==> src/rtl/mux_rr_arbiter.sv <==
// Round-robin owner selection for a shared 4:1 single-bit serial path,
// with valid/ready beat handshake and a hold watchdog on the owner.
module mux_rr_arbiter #(
    parameter int unsigned HOLD_MAX = 8
) (
    input  logic       clk,
    input  logic       reset,
    input  logic [3:0] req,
    input  logic [3:0] last,
    input  logic       in0,
    input  logic       in1,
    input  logic       in2,
    input  logic       in3,
    input  logic       out_ready,
    output logic       out,
    output logic       out_valid,
    output logic [3:0] grant,
    output logic       address0,
    output logic       address1,
    output logic       busy,
    output logic       timeout
);

    localparam int unsigned NREQ  = 4;
    localparam int unsigned IDX_W = 2;
    localparam int unsigned CNT_W = 8;

    typedef enum logic {
        S_IDLE  = 1'b0,
        S_GRANT = 1'b1
    } state_t;

    state_t             state_q, state_d;
    logic [IDX_W-1:0]   ptr_q, ptr_d;
    logic [NREQ-1:0]    grant_q, grant_d;
    logic [IDX_W-1:0]   addr_q, addr_d;
    logic [CNT_W-1:0]   cnt_q, cnt_d;

    logic [NREQ-1:0]    in_vec;
    logic               xfer;
    logic               rel;
    logic               found;
    logic [IDX_W-1:0]   pick;
    logic [IDX_W-1:0]   idx;

    assign in_vec = {in3, in2, in1, in0};

    // Path outputs are decoded from the registered owner; zero when idle.
    always_comb begin
        out_valid = 1'b0;
        out       = 1'b0;
        if (state_q == S_GRANT) begin
            out_valid = req[addr_q];
            out       = in_vec[addr_q];
        end
    end

    assign xfer     = out_valid && out_ready;
    assign busy     = (state_q == S_GRANT);
    assign grant    = grant_q;
    assign address0 = addr_q[0];
    assign address1 = addr_q[1];

    // Next-state: circular scan from the pointer, beat/abort/watchdog release.
    always_comb begin
        state_d = state_q;
        ptr_d   = ptr_q;
        grant_d = grant_q;
        addr_d  = addr_q;
        cnt_d   = cnt_q;
        timeout = 1'b0;
        rel     = 1'b0;
        found   = 1'b0;
        pick    = ptr_q;
        idx     = ptr_q;

        for (int k = 0; k < int'(NREQ); k++) begin
            idx = ptr_q + IDX_W'(k);
            if (!found && req[idx]) begin
                found = 1'b1;
                pick  = idx;
            end
        end

        case (state_q)
            S_IDLE: begin
                if (found) begin
                    state_d = S_GRANT;
                    grant_d = NREQ'(1) << pick;
                    addr_d  = pick;
                    cnt_d   = '0;
                end
            end
            S_GRANT: begin
                if (!req[addr_q]) begin
                    rel = 1'b1;
                end else if (xfer) begin
                    cnt_d = '0;
                    if (last[addr_q]) begin
                        rel = 1'b1;
                    end
                end else if (cnt_q + CNT_W'(1) == CNT_W'(HOLD_MAX)) begin
                    timeout = 1'b1;
                    rel     = 1'b1;
                end else begin
                    cnt_d = cnt_q + CNT_W'(1);
                end
            end
            default: begin
                state_d = S_IDLE;
                grant_d = '0;
            end
        endcase

        if (rel) begin
            state_d = S_IDLE;
            grant_d = '0;
            ptr_d   = addr_q + IDX_W'(1);
            cnt_d   = '0;
        end
    end

    // State register with synchronous reset.
    always_ff @(posedge clk) begin
        if (reset) begin
            state_q <= S_IDLE;
            ptr_q   <= '0;
            grant_q <= '0;
            addr_q  <= '0;
            cnt_q   <= '0;
        end else begin
            state_q <= state_d;
            ptr_q   <= ptr_d;
            grant_q <= grant_d;
            addr_q  <= addr_d;
            cnt_q   <= cnt_d;
        end
    end

endmodule

==> config.mk <==
export PLATFORM = sky130hd
export DESIGN_NAME = mux_rr_arbiter
export DESIGN_NICKNAME = d
export VERILOG_FILES = /design/src/rtl/mux_rr_arbiter.sv
export SDC_FILE = /design/constraint.sdc
export NUM_CORES = 1
export LEC_CHECK = 0
export ABC_AREA = 1
export BUFFER_PORTS_ARGS = -buffer_cell sky130_fd_sc_hd__buf_2
export CAP_MARGIN = 0
export CORE_MARGIN = 4
export CORE_UTILIZATION = 40
export CTS_CLUSTER_SIZE = 24
export DETAILED_ROUTE_END_ITERATION = 8
export HOLD_SLACK_MARGIN = 0.06
export PLACE_DENSITY = 0.64
export SLEW_MARGIN = 10
export SYNTH_ARGS = -nofsm -noshare
export SYNTH_HDL_FRONTEND = slang
export SYNTH_SLANG_ARGS = --single-unit
==> constraint.sdc <==
create_clock -name clk -period 2.48 [get_ports clk]
set_input_delay 0.372 -clock clk [delete_from_list [all_inputs] [get_ports clk]]
set_output_delay 0.372 -clock clk [all_outputs]
set_load 0.05 [all_outputs]
[Yosys cells after proc, flatten, opt, wreduce, memory -nomap -nowiden]
Cells that the tools add are included.
Word-level totals
  logic and storage cells: 69
  output and inout bits: 10
  input bits: 15
  bits in registers: 17
Cells by class
  eq/ne operators: 4
  bitwise logic cells: 1
  reduce and logical (&&, ||, !) cells: 10
  $add $sub $neg: 5
  mux-type cells: 38
  shift-type cells: 1
  magnitude comparators: 5
Operator list (count)
  $mux 8: 4
  $mux 1: 23
  $pmux 8 s2: 1
  $lt 2x3->1 const B: 5
  $bmux 1 s2: 7
  $add 8x1->8 const B: 1
  $eq 8x4->1 const B: 1
  $mux 2: 3
  $add 2x1->2 const B: 2
  $add 2x2->2 const B: 2
  $logic_and 1x1->1: 4
  $shl 1x2->4 const A: 1
  $logic_not 1->1: 3
  $ne 3x3->1 const B: 1
  $reduce_and 3->1: 1
  $ne 2x1->1 const B: 1
  $ne 2x2->1 const B: 1
  $reduce_and 2->1: 1
  $reduce_or 2->1: 1
  $not 1->1: 1

[Logic depth before layout (Yosys ltp)]
Gate-level depths: netlist of run 1.
  word-level depth: 14
  mapped depth: 14
  depth with buffers taken out: 14

[Worst setup path after synthesis of run 1]
Ideal clock, no wire load.
  kind: register -> output
  from: register addr_q[0]
  to: output timeout
  arrival: 2.365 ns
  path slack: -0.257 ns
  path buffers: 1
  stages on the path, launching flop included: 10
  cell sequence: dfxtp_1 > buf_4 > nand2_1 > nand3_1 > nand2_1 > nand2_1 > nand2_2 > nor2_1 > nand3_4 > a21oi_1
Between the ends
  cells in the longest elaborated chain, start to end: 7
Ends and longest elaborated chain
  start: declaration: line 36  | logic [IDX_W-1:0] addr_q, addr_d;
  start signal: assignment: line 135  | addr_q <= addr_d;
  $bmux 1 s2 (*): line 53, 95
  $mux 1 (not written as such) (*): line 53, 95
  $mux 1: line 52  | if (state_q == S_GRANT) begin
  $logic_and 1x1->1: line 58  | assign xfer = out_valid && out_ready;
  $mux 1: line 97  | end else if (xfer) begin
  $mux 1 (*): line 95  | if (!req[addr_q]) begin
  $mux 1 (*): line 85  | case (state_q)
  end: declaration: line 21  | output logic timeout
Every way passes the cells marked *; elsewhere a longest branch is shown, timed or not. The select of a mux whose other input is x is not followed.

[Worst setup path in the final report of run 1]
  from: register cnt_q[0]
  to: output timeout
Between the ends
  cells in the longest elaborated chain, start to end: 6
Ends and longest elaborated chain
  start: declaration: line 37  | logic [CNT_W-1:0] cnt_q, cnt_d;
  start signal: assignment: line 136  | cnt_q <= cnt_d;
  $add 8x1->8: line 102  | end else if (cnt_q + CNT_W'(1) == CNT_W'(HOLD_MAX)) begin
  $eq 8x4->1: line 102
  $mux 1: line 102
  $mux 1: line 97
  $mux 1: line 95
  $mux 1: line 85
Every way passes these cells.

==> results of run 1 <==
-- area by class of cell --
type / instances / area share (%)
Multi-Input combinational cell: 174 / 57.8
Sequential cell: 17 / 21.2
Timing Repair Buffer: 28 / 9.62
Inverter: 26 / 6.31
Tap cell: 46 / 3.54
Clock buffer: 4 / 1.62
-- layer usage --
layer  GRT usage, %  part of all wire (%)
met4           5.58                   1.1
met1           20.7                    48
met2           25.5                    46
met5              0                     0
met3           2.53                   4.7
-- synthesized netlist by cell type (2+ instances only) --
cell     instances  area (sq um)
xor2_1           3          26.3
ha_1             2          25.0
nor2_1          33           124
nand2_1         75           282
nand3_1         16          80.1
nand4_1          2          12.5
dfxtp_1         17           340
nand2_8          3          60.1
xnor2_1          2          17.5
nand2_4          3          33.8
a21oi_1          9          45.0
inv_2            4          15.0
o21ai_0          5          25.0
inv_1           21          78.8
nand2_2          8          50.1
-- flip-flops by register name, indices dropped and copies added (netlist names) --
| signal | cells |
|---|---|
| ptr_q | 2 |
| grant | 4 |
| addr_q | 2 |
| busy | 1 |
| cnt_q | 8 |
-- power by group through the flow --
stage	logic [uW]	registers, uW	clock network [uW]
floorplan	1090	611	0
global placement	1440	518	0
detailed placement	1440	522	0
CTS	1440	516	157
global route	1640	541	165
finish	1450	523	146
-- cell families after synthesis --
family	Yosys count	synth area share [%]
compound gates	20	8.87
fa+ha+maj	2	1.81
simple gates	147	52.8
buf+inv	28	8.78
xor+xnor	5	3.17
flops	17	24.6
-- what timing repair did --
action | CTS | global route
gates resized for setup | 1 | 8
endpoints found under the hold margin | 0 | 0
pin swaps | 0 | 3
buffers inserted | 0 | 4
endpoints found under the setup margin | 1 | 1
-- path summary, 6_finish.rpt --
kind                            slack [ns]   endpoint      from
worst min register to register        0.47   grant[2]  grant[2]
worst min-delay path                  0.32  addr_q[1]     reset
worst max register to register        0.37   grant[3]  cnt_q[0]
worst max-delay path                  0.08    timeout  cnt_q[0]
-- metrics by stage --
stage               cell area (sq um)  setup WS [ns]
detailed placement               1550          0.280
CTS                              1570        0.00223
floorplan                        1390         0.0284
global placement                 1550          0.286
global route                     1630        -0.0466
finish                           1630         0.0807
==> impl_metrics.tcl, run 1 <==
set metrics [dict create \
    relSlewSlack_pct 69.7 \
    row_count 21 \
    ys_ff_latch 17 \
    syn_to_final_growth_pct 17.6 \
    grt_overflow 0 \
    crit_slowest_cell "dfxtp_2" \
    outcome "finished clean" \
    whs_path_depth 2 \
    p_leak_uw 0.000807 \
    finalHoldViolCount 0 \
    nNetsFinal 267 \
    die_h_um 66.8 \
    synth_area_per_cell_sq_um 6.31 \
    synthCells 219 \
    routabilityCongestion 0.799 \
    arrival_ns 2.03 \
    grt_usage_pct 15.7 \
    numCtsBuffers 3 \
    async_flop_share_pct 0 \
    htree_levels 1 \
    cts.reportedPaths.clkPinSlew_ns 0.09 \
    worst_setup_path_start_kind "register" \
    pin_count 25 \
    max_slew.worst_pin.slew_ns 0.453 \
    clock_latency_ns 0.28 \
    power_switching_uw 1210 \
    slew_violations 0 \
    path_depth 9 \
    cp_num_buf_inv 1 \
    num-fill-cells 381 \
    final_common_cell "nand2_1" \
    setup_viol 0 \
    min_period_ns 2.40 \
    fmax_mhz 417 \
    cts-root-buf "clkbuf_4" \
    io_buffers 24 \
    finalSetupTns_ns 0 \
    p_comb_share_pct 68.5 \
    synthFlopType "dfxtp_1" \
    coreArea_sq_um 3340 \
    critical-path-max-stage-delay_ns 0.37 \
    drc 0 \
    synth_nets 236 \
    cts_hold_buf 0 \
    power.total_uw 2120 \
    crit_top_cell "nor2_2" \
    drive_above_1_share_pct 25.7 \
    multiInputGateArea_sq_um 940 \
    ir_drop_v 0.000796 \
    initial_utilization_pct 41.4 \
    first_pass_iters 5 \
    synth_edf_count 0 \
    utilization_pct 48.7 \
    antenna_found_initial 0 \
    cts_buffer_depth 2 \
    totalWireLength_um 3220 \
    grt_pass1_wl_um 5460 \
    crit_chain "ha_2 > nand3_1 > nor2_2 > xor2_1 > nand2_1 > nor2_2 > nand3_4 > a21oi_4 > buf_6" \
    cts_sinks 17 \
    ys_seq_area_share_pct 24.6 \
    regArea_sq_um 344 \
    crit_family "simple AND/OR/NAND/NOR gates" \
    cp_max_fo 4 \
    ant_nets 0 \
    swShare_pct 57.2 \
    diodes 0 \
    die-area_sq_um 4460 \
    criticalPathCategory "register to primary output" \
    power_per_cell_area_nw_per_um2 1300 \
    yosysWarningCount 0 \
    place_inst 287 \
    worst-endpoint-required_ns 2.11 \
    hpwl_um 2510 \
    internal_power_uw 908 \
    cts_tree "yes" \
    reg2reg_depth 13 \
    layout.cells.non_filler 295 \
    drv_cap 0 \
    grt_max_degree 13 \
    endpoint_kind "primary output" \
    seq_power_share_pct 24.6 \
    mappedNetlistArea_sq_um 1380 \
    die_x_um 66.8 \
    ys_types 31 \
    drt_first_iter_violations 85 \
    vias 1391 \
    final_cell_mix "nand2_1 (75), nor2_1 (31), buf_2 (23)" \
    p_clk_share_pct 6.9 \
    grt_pass1_vias 1280 \
    fin_crit_sh_pct 96.7 \
    wl_per_cell_um 10.9 \
    viasPerCell 4.72 \
    hold_ws_ns 0.320 \
    hp-class "input port to register" \
    finClkSkew_ns 0.000523 \
]
No activity file was read; power rests on OpenSTA's default activity.
==> run 2, diff against run 1 <==
SETUP_SLACK_MARGIN = 0.4   (was default)
==> impl_metrics.tcl, run 2 (same netlist as run 1, synthesis figures left out) <==
set metrics [dict create \
    grt_pass1_wl_um 5760 \
    routabilityCongestion 0.834 \
    arrival_ns 1.80 \
    ir_drop_v 0.000547 \
    min_period_ns 2.17 \
    die_x_um 66.8 \
    grt_overflow 0 \
    totalWireLength_um 3420 \
    finalHoldViolCount 0 \
    slew_violations 0 \
    endpoint_kind "primary output" \
    fmax_mhz 461 \
    crit_top_cell "nand3_4" \
    drc 0 \
    die-area_sq_um 4460 \
    numCtsBuffers 3 \
    largest_register "cnt_q" \
    cts_buffer_depth 2 \
    antenna_found_initial 0 \
    ant_nets 0 \
    final_common_cell "nand2_1" \
    hpwl_um 2560 \
    fin_crit_sh_pct 87.4 \
    rsz0062_at_grt "true" \
    largest_reg_flops 8 \
    htree_levels 1 \
    crit_family "simple AND/OR/NAND/NOR gates" \
    cp_num_buf_inv 1 \
    drive_above_1_share_pct 31.3 \
    first_pass_iters 4 \
    clock_latency_ns 0.30 \
    relSlewSlack_pct 83.7 \
    pin_count 25 \
    worst-endpoint-required_ns 2.11 \
    viasPerCell 4.78 \
    nNetsFinal 270 \
    final_cell_mix "nand2_1 (74), nor2_1 (31), buf_2 (22)" \
    postLayoutCellArea_sq_um 1710 \
    drv_cap 0 \
    setup_slack_ns 0.313 \
    coreArea_sq_um 3340 \
    outcome "finished clean" \
    crit_chain "ha_4 > nand3_4 > nor2_4 > xor2_1 > nand2_1 > nor2_2 > nand3_4 > a21oi_4 > buf_6" \
    io_buffers 24 \
    initial_utilization_pct 41.4 \
    setup_viol 0 \
    cts-root-buf "clkbuf_4" \
    num-fill-cells 347 \
    cts_tree "yes" \
    wl_per_cell_um 11.5 \
    utilization_pct 51.4 \
    diodes 0 \
    power.total_uw 2240 \
    power_per_cell_area_nw_per_um2 1310 \
    p_leak_uw 0.000829 \
    drt_first_iter_violations 73 \
    vias 1424 \
    syn_to_final_growth_pct 24.0 \
    cp_max_fo 2 \
    cts_hold_buf 0 \
    die_h_um 66.8 \
    worst_setup_path_start_kind "register" \
    grt_pass1_vias 1297 \
    crit_slowest_cell "dfxtp_2" \
    row_count 21 \
    hp-class "input port to register" \
    cts_sinks 17 \
    critical-path-max-stage-delay_ns 0.37 \
    finClkSkew_ns 0.00982 \
    grt_usage_pct 16.8 \
    cts.reportedPaths.clkPinSlew_ns 0.12 \
    pre_cts_ws_ns 0.297 \
    finalSetupTns_ns 0 \
    dpl_cell_area_sq_um 1570 \
    criticalPathCategory "register to primary output" \
    max_slew.worst_pin.slew_ns 0.245 \
    grt_max_degree 12 \
]
## run 2: changes by cell type in the layout (fill, tap and decap cells not counted), sizes merged
cell,delta
buf,+1
nor2,+1
clkinv,+1
## run 2: final cells by class
type | instances | area [sq um] | area share, %
clock inverters | 1 | 5.00 | 0.292
inverters | 26 | 105 | 6.13
multi-input cells | 175 | 995 | 58.0
well taps | 46 | 57.6 | 3.36
flip-flops and latches | 17 | 355 | 20.7
clock buffers | 3 | 22.5 | 1.31
repair buffers | 30 | 174 | 10.1
## run 2: report_power, final
| part | switching (uW) | internal [uW] |
|---|---|---|
| clock | 98.5 | 60.1 |
| sequential | 133 | 397 |
| combinational | 1040 | 512 |
## run 2: timing repair
action	4_1_cts	5_1_grt
setup endpoints to repair	1	12
pin swaps	5	5
setup buffers	4	1
gates cloned	0	1
gates resized for setup	10	11
## run 2: metrics by stage
| stage | hold slack (ns) | cells |
|---|---|---|
| after floorplan | 0.434 | 219 |
| after global placement | 0.452 | 288 |
| after detailed placement | 0.453 | 288 |
| after CTS | 0.284 | 296 |
| after global routing | 0.337 | 298 |
| final | 0.323 | 298 |
## run 2: final timing paths
| kind | from | endpoint | slack [ns] | cells past startpoint |
|---|---|---|---|---|
| worst max-delay path | cnt_q[0] | timeout | 0.31 | 9 |
| worst min-delay path | reset | addr_q[1] | 0.32 | 2 |
| worst max register to register | cnt_q[1] | grant[1] | 0.57 | 12 |
| worst min register to register | grant[2] | grant[2] | 0.47 | 2 |
## run 2: metal layers
metal | GRT usage [%] | part of all wire [%]
met1 | 22.9 | 50
met2 | 27.4 | 46
met3 | 3.54 | 3.6
met4 | 3.05 | 0.67
met5 | 0 | 0
==> run 3, diff against run 2 <==
CORE_ASPECT_RATIO = 0.6   (was default)
==> impl_metrics.tcl, run 3 (same netlist as run 1, synthesis figures left out) <==
set metrics [dict create \
    grt_usage_pct 17.3 \
    finalHoldViolCount 0 \
    crit_slowest_cell "dfxtp_2" \
    outcome "finished clean" \
    nNetsFinal 270 \
    seq_power_share_pct 23.3 \
    endpoint_kind "primary output" \
    final_cell_mix "nand2_1 (74), nor2_1 (30), buf_2 (23)" \
    viasPerCell 4.78 \
    cts_buffer_depth 2 \
    finClkSkew_ns 0.00307 \
    initial_utilization_pct 42.1 \
    p_leak_uw 0.000850 \
    relSlewSlack_pct 78.0 \
    internal_power_uw 1030 \
    power_per_cell_area_nw_per_um2 1330 \
    cts_hold_buf 0 \
    r2r_setup_slack_ns 0.48 \
    row_count 16 \
    syn_to_final_growth_pct 28.8 \
    htree_levels 1 \
    largest_register "cnt_q" \
    num-fill-cells 316 \
    drt_first_iter_violations 150 \
    pre_cts_ws_ns 0.317 \
    final_common_cell "nand2_1" \
    fin_crit_sh_pct 87.1 \
    grt_max_degree 12 \
    fmax_mhz 463 \
    grt_overflow 0 \
    worst_setup_path_start_kind "register" \
    io_buffers 24 \
    max_slew.worst_pin.slew_ns 0.329 \
    wl_per_cell_um 12.4 \
    antenna_found_initial 0 \
    cts-root-buf "clkbuf_8" \
    p_clk_share_pct 9.3 \
    die_h_um 53.5 \
    finalSetupTns_ns 0 \
    cts_tree "yes" \
    die-area_sq_um 4490 \
    critical-path-max-stage-delay_ns 0.36 \
    drc 0 \
    vias 1420 \
    drive_above_1_share_pct 32.5 \
    numCtsBuffers 3 \
    crit_chain "ha_4 > nand3_4 > xnor2_2 > nor2_1 > nand2_1 > nor2_2 > nand3_4 > a21oi_4 > buf_6" \
    largest_reg_flops 8 \
    setup_slack_ns 0.320 \
    place_inst 287 \
    worst-endpoint-required_ns 2.11 \
    grt_pass1_wl_um 6170 \
    ir_drop_v 0.000612 \
    totalWireLength_um 3690 \
    drv_cap 0 \
    clock_latency_ns 0.26 \
    swShare_pct 56.5 \
    min_period_ns 2.16 \
    die_x_um 83.9 \
    hpwl_um 2710 \
    cts.reportedPaths.clkPinSlew_ns 0.07 \
    arrival_ns 1.79 \
    first_pass_iters 4 \
    slew_violations 0 \
    layout.cells.non_filler 297 \
    postLayoutCellArea_sq_um 1780 \
    ant_nets 0 \
    p_comb_share_pct 67.4 \
    coreArea_sq_um 3280 \
    crit_top_cell "nand3_4" \
    setup_viol 0 \
    hp-class "input port to register" \
    diodes 0 \
    routabilityCongestion 0.885 \
    cts_sinks 17 \
    pin_count 25 \
    rsz0062_at_grt "true" \
    grt_pass1_vias 1304 \
    criticalPathCategory "register to primary output" \
    power_switching_uw 1330 \
    dpl_cell_area_sq_um 1570 \
    cp_max_fo 2 \
]
==> run 3: path summary, 6_finish.rpt <==
| path | startpoint | cells past startpoint | end |
|---|---|---|---|
| min reg2reg | grant[3] | 2 | grant[3] |
| max reg2reg | cnt_q[1] | 13 | grant[1] |
| min | reset | 2 | addr_q[1] |
| max | cnt_q[0] | 9 | timeout |
==> run 3: worst max-delay path, delay by kind of cell (launching register included) <==
| kind | cells | cell delay, ns |
|---|---|---|
| XOR/XNOR | 1 | 0.16 |
| AND/OR/NAND/NOR | 5 | 0.55 |
| buffers and inverters | 1 | 0.17 |
| flip-flops | 1 | 0.36 |
| adder cells (fa/ha/maj) | 1 | 0.17 |
| AO/OA/AOI/OAI | 1 | 0.12 |
==> run 3: timing repair <==
| action | CTS | global route |
|---|---|---|
| setup endpoints to repair | 1 | 16 |
| cloned | 0 | 1 |
| resized for setup | 10 | 16 |
| buffers inserted | 4 | 1 |
| pin swaps | 6 | 9 |
==> run 3: final cells by class <==
cell class | instances | area, sq um | share of cell area (%)
clock inverter | 1 | 7.51 | 0.422
clock buffer | 3 | 41.3 | 2.32
timing repair buffer | 30 | 171 | 9.63
multi-input combinational | 175 | 1050 | 58.7
sequential | 17 | 353 | 19.8
tap | 45 | 56.3 | 3.16
inverter | 26 | 105 | 5.90
==> run 3: layer usage <==
layer,GRT usage (%),vias up,share of wire (%)
met1,27.3,628,55
li1,-,753,-
met2,23.5,36,37
met5,0,-,0
met3,4.59,3,7.0
met4,1.60,0,0.33
==> run 3: power groups by stage <==
stage	Clock, uW	Sequential (uW)	Combinational [uW]
after CTS	224	530	1520
after floorplan	0	616	1100
after global placement	0	521	1480
after detailed placement	0	524	1470
final	220	551	1590
after global routing	239	565	1780
==> run 3: through the flow <==
stage / utilization (%) / hold slack (ns) / total power, uW
3_5_place_dp: 47.8 / 0.458 / 2000
4_1_cts: 51.5 / 0.347 / 2270
5_1_grt: 54.2 / 0.398 / 2580
2_1_floorplan: - / 0.434 / 1720
6_report: 54.2 / 0.388 / 2360
3_3_place_gp: 47.8 / 0.456 / 2000
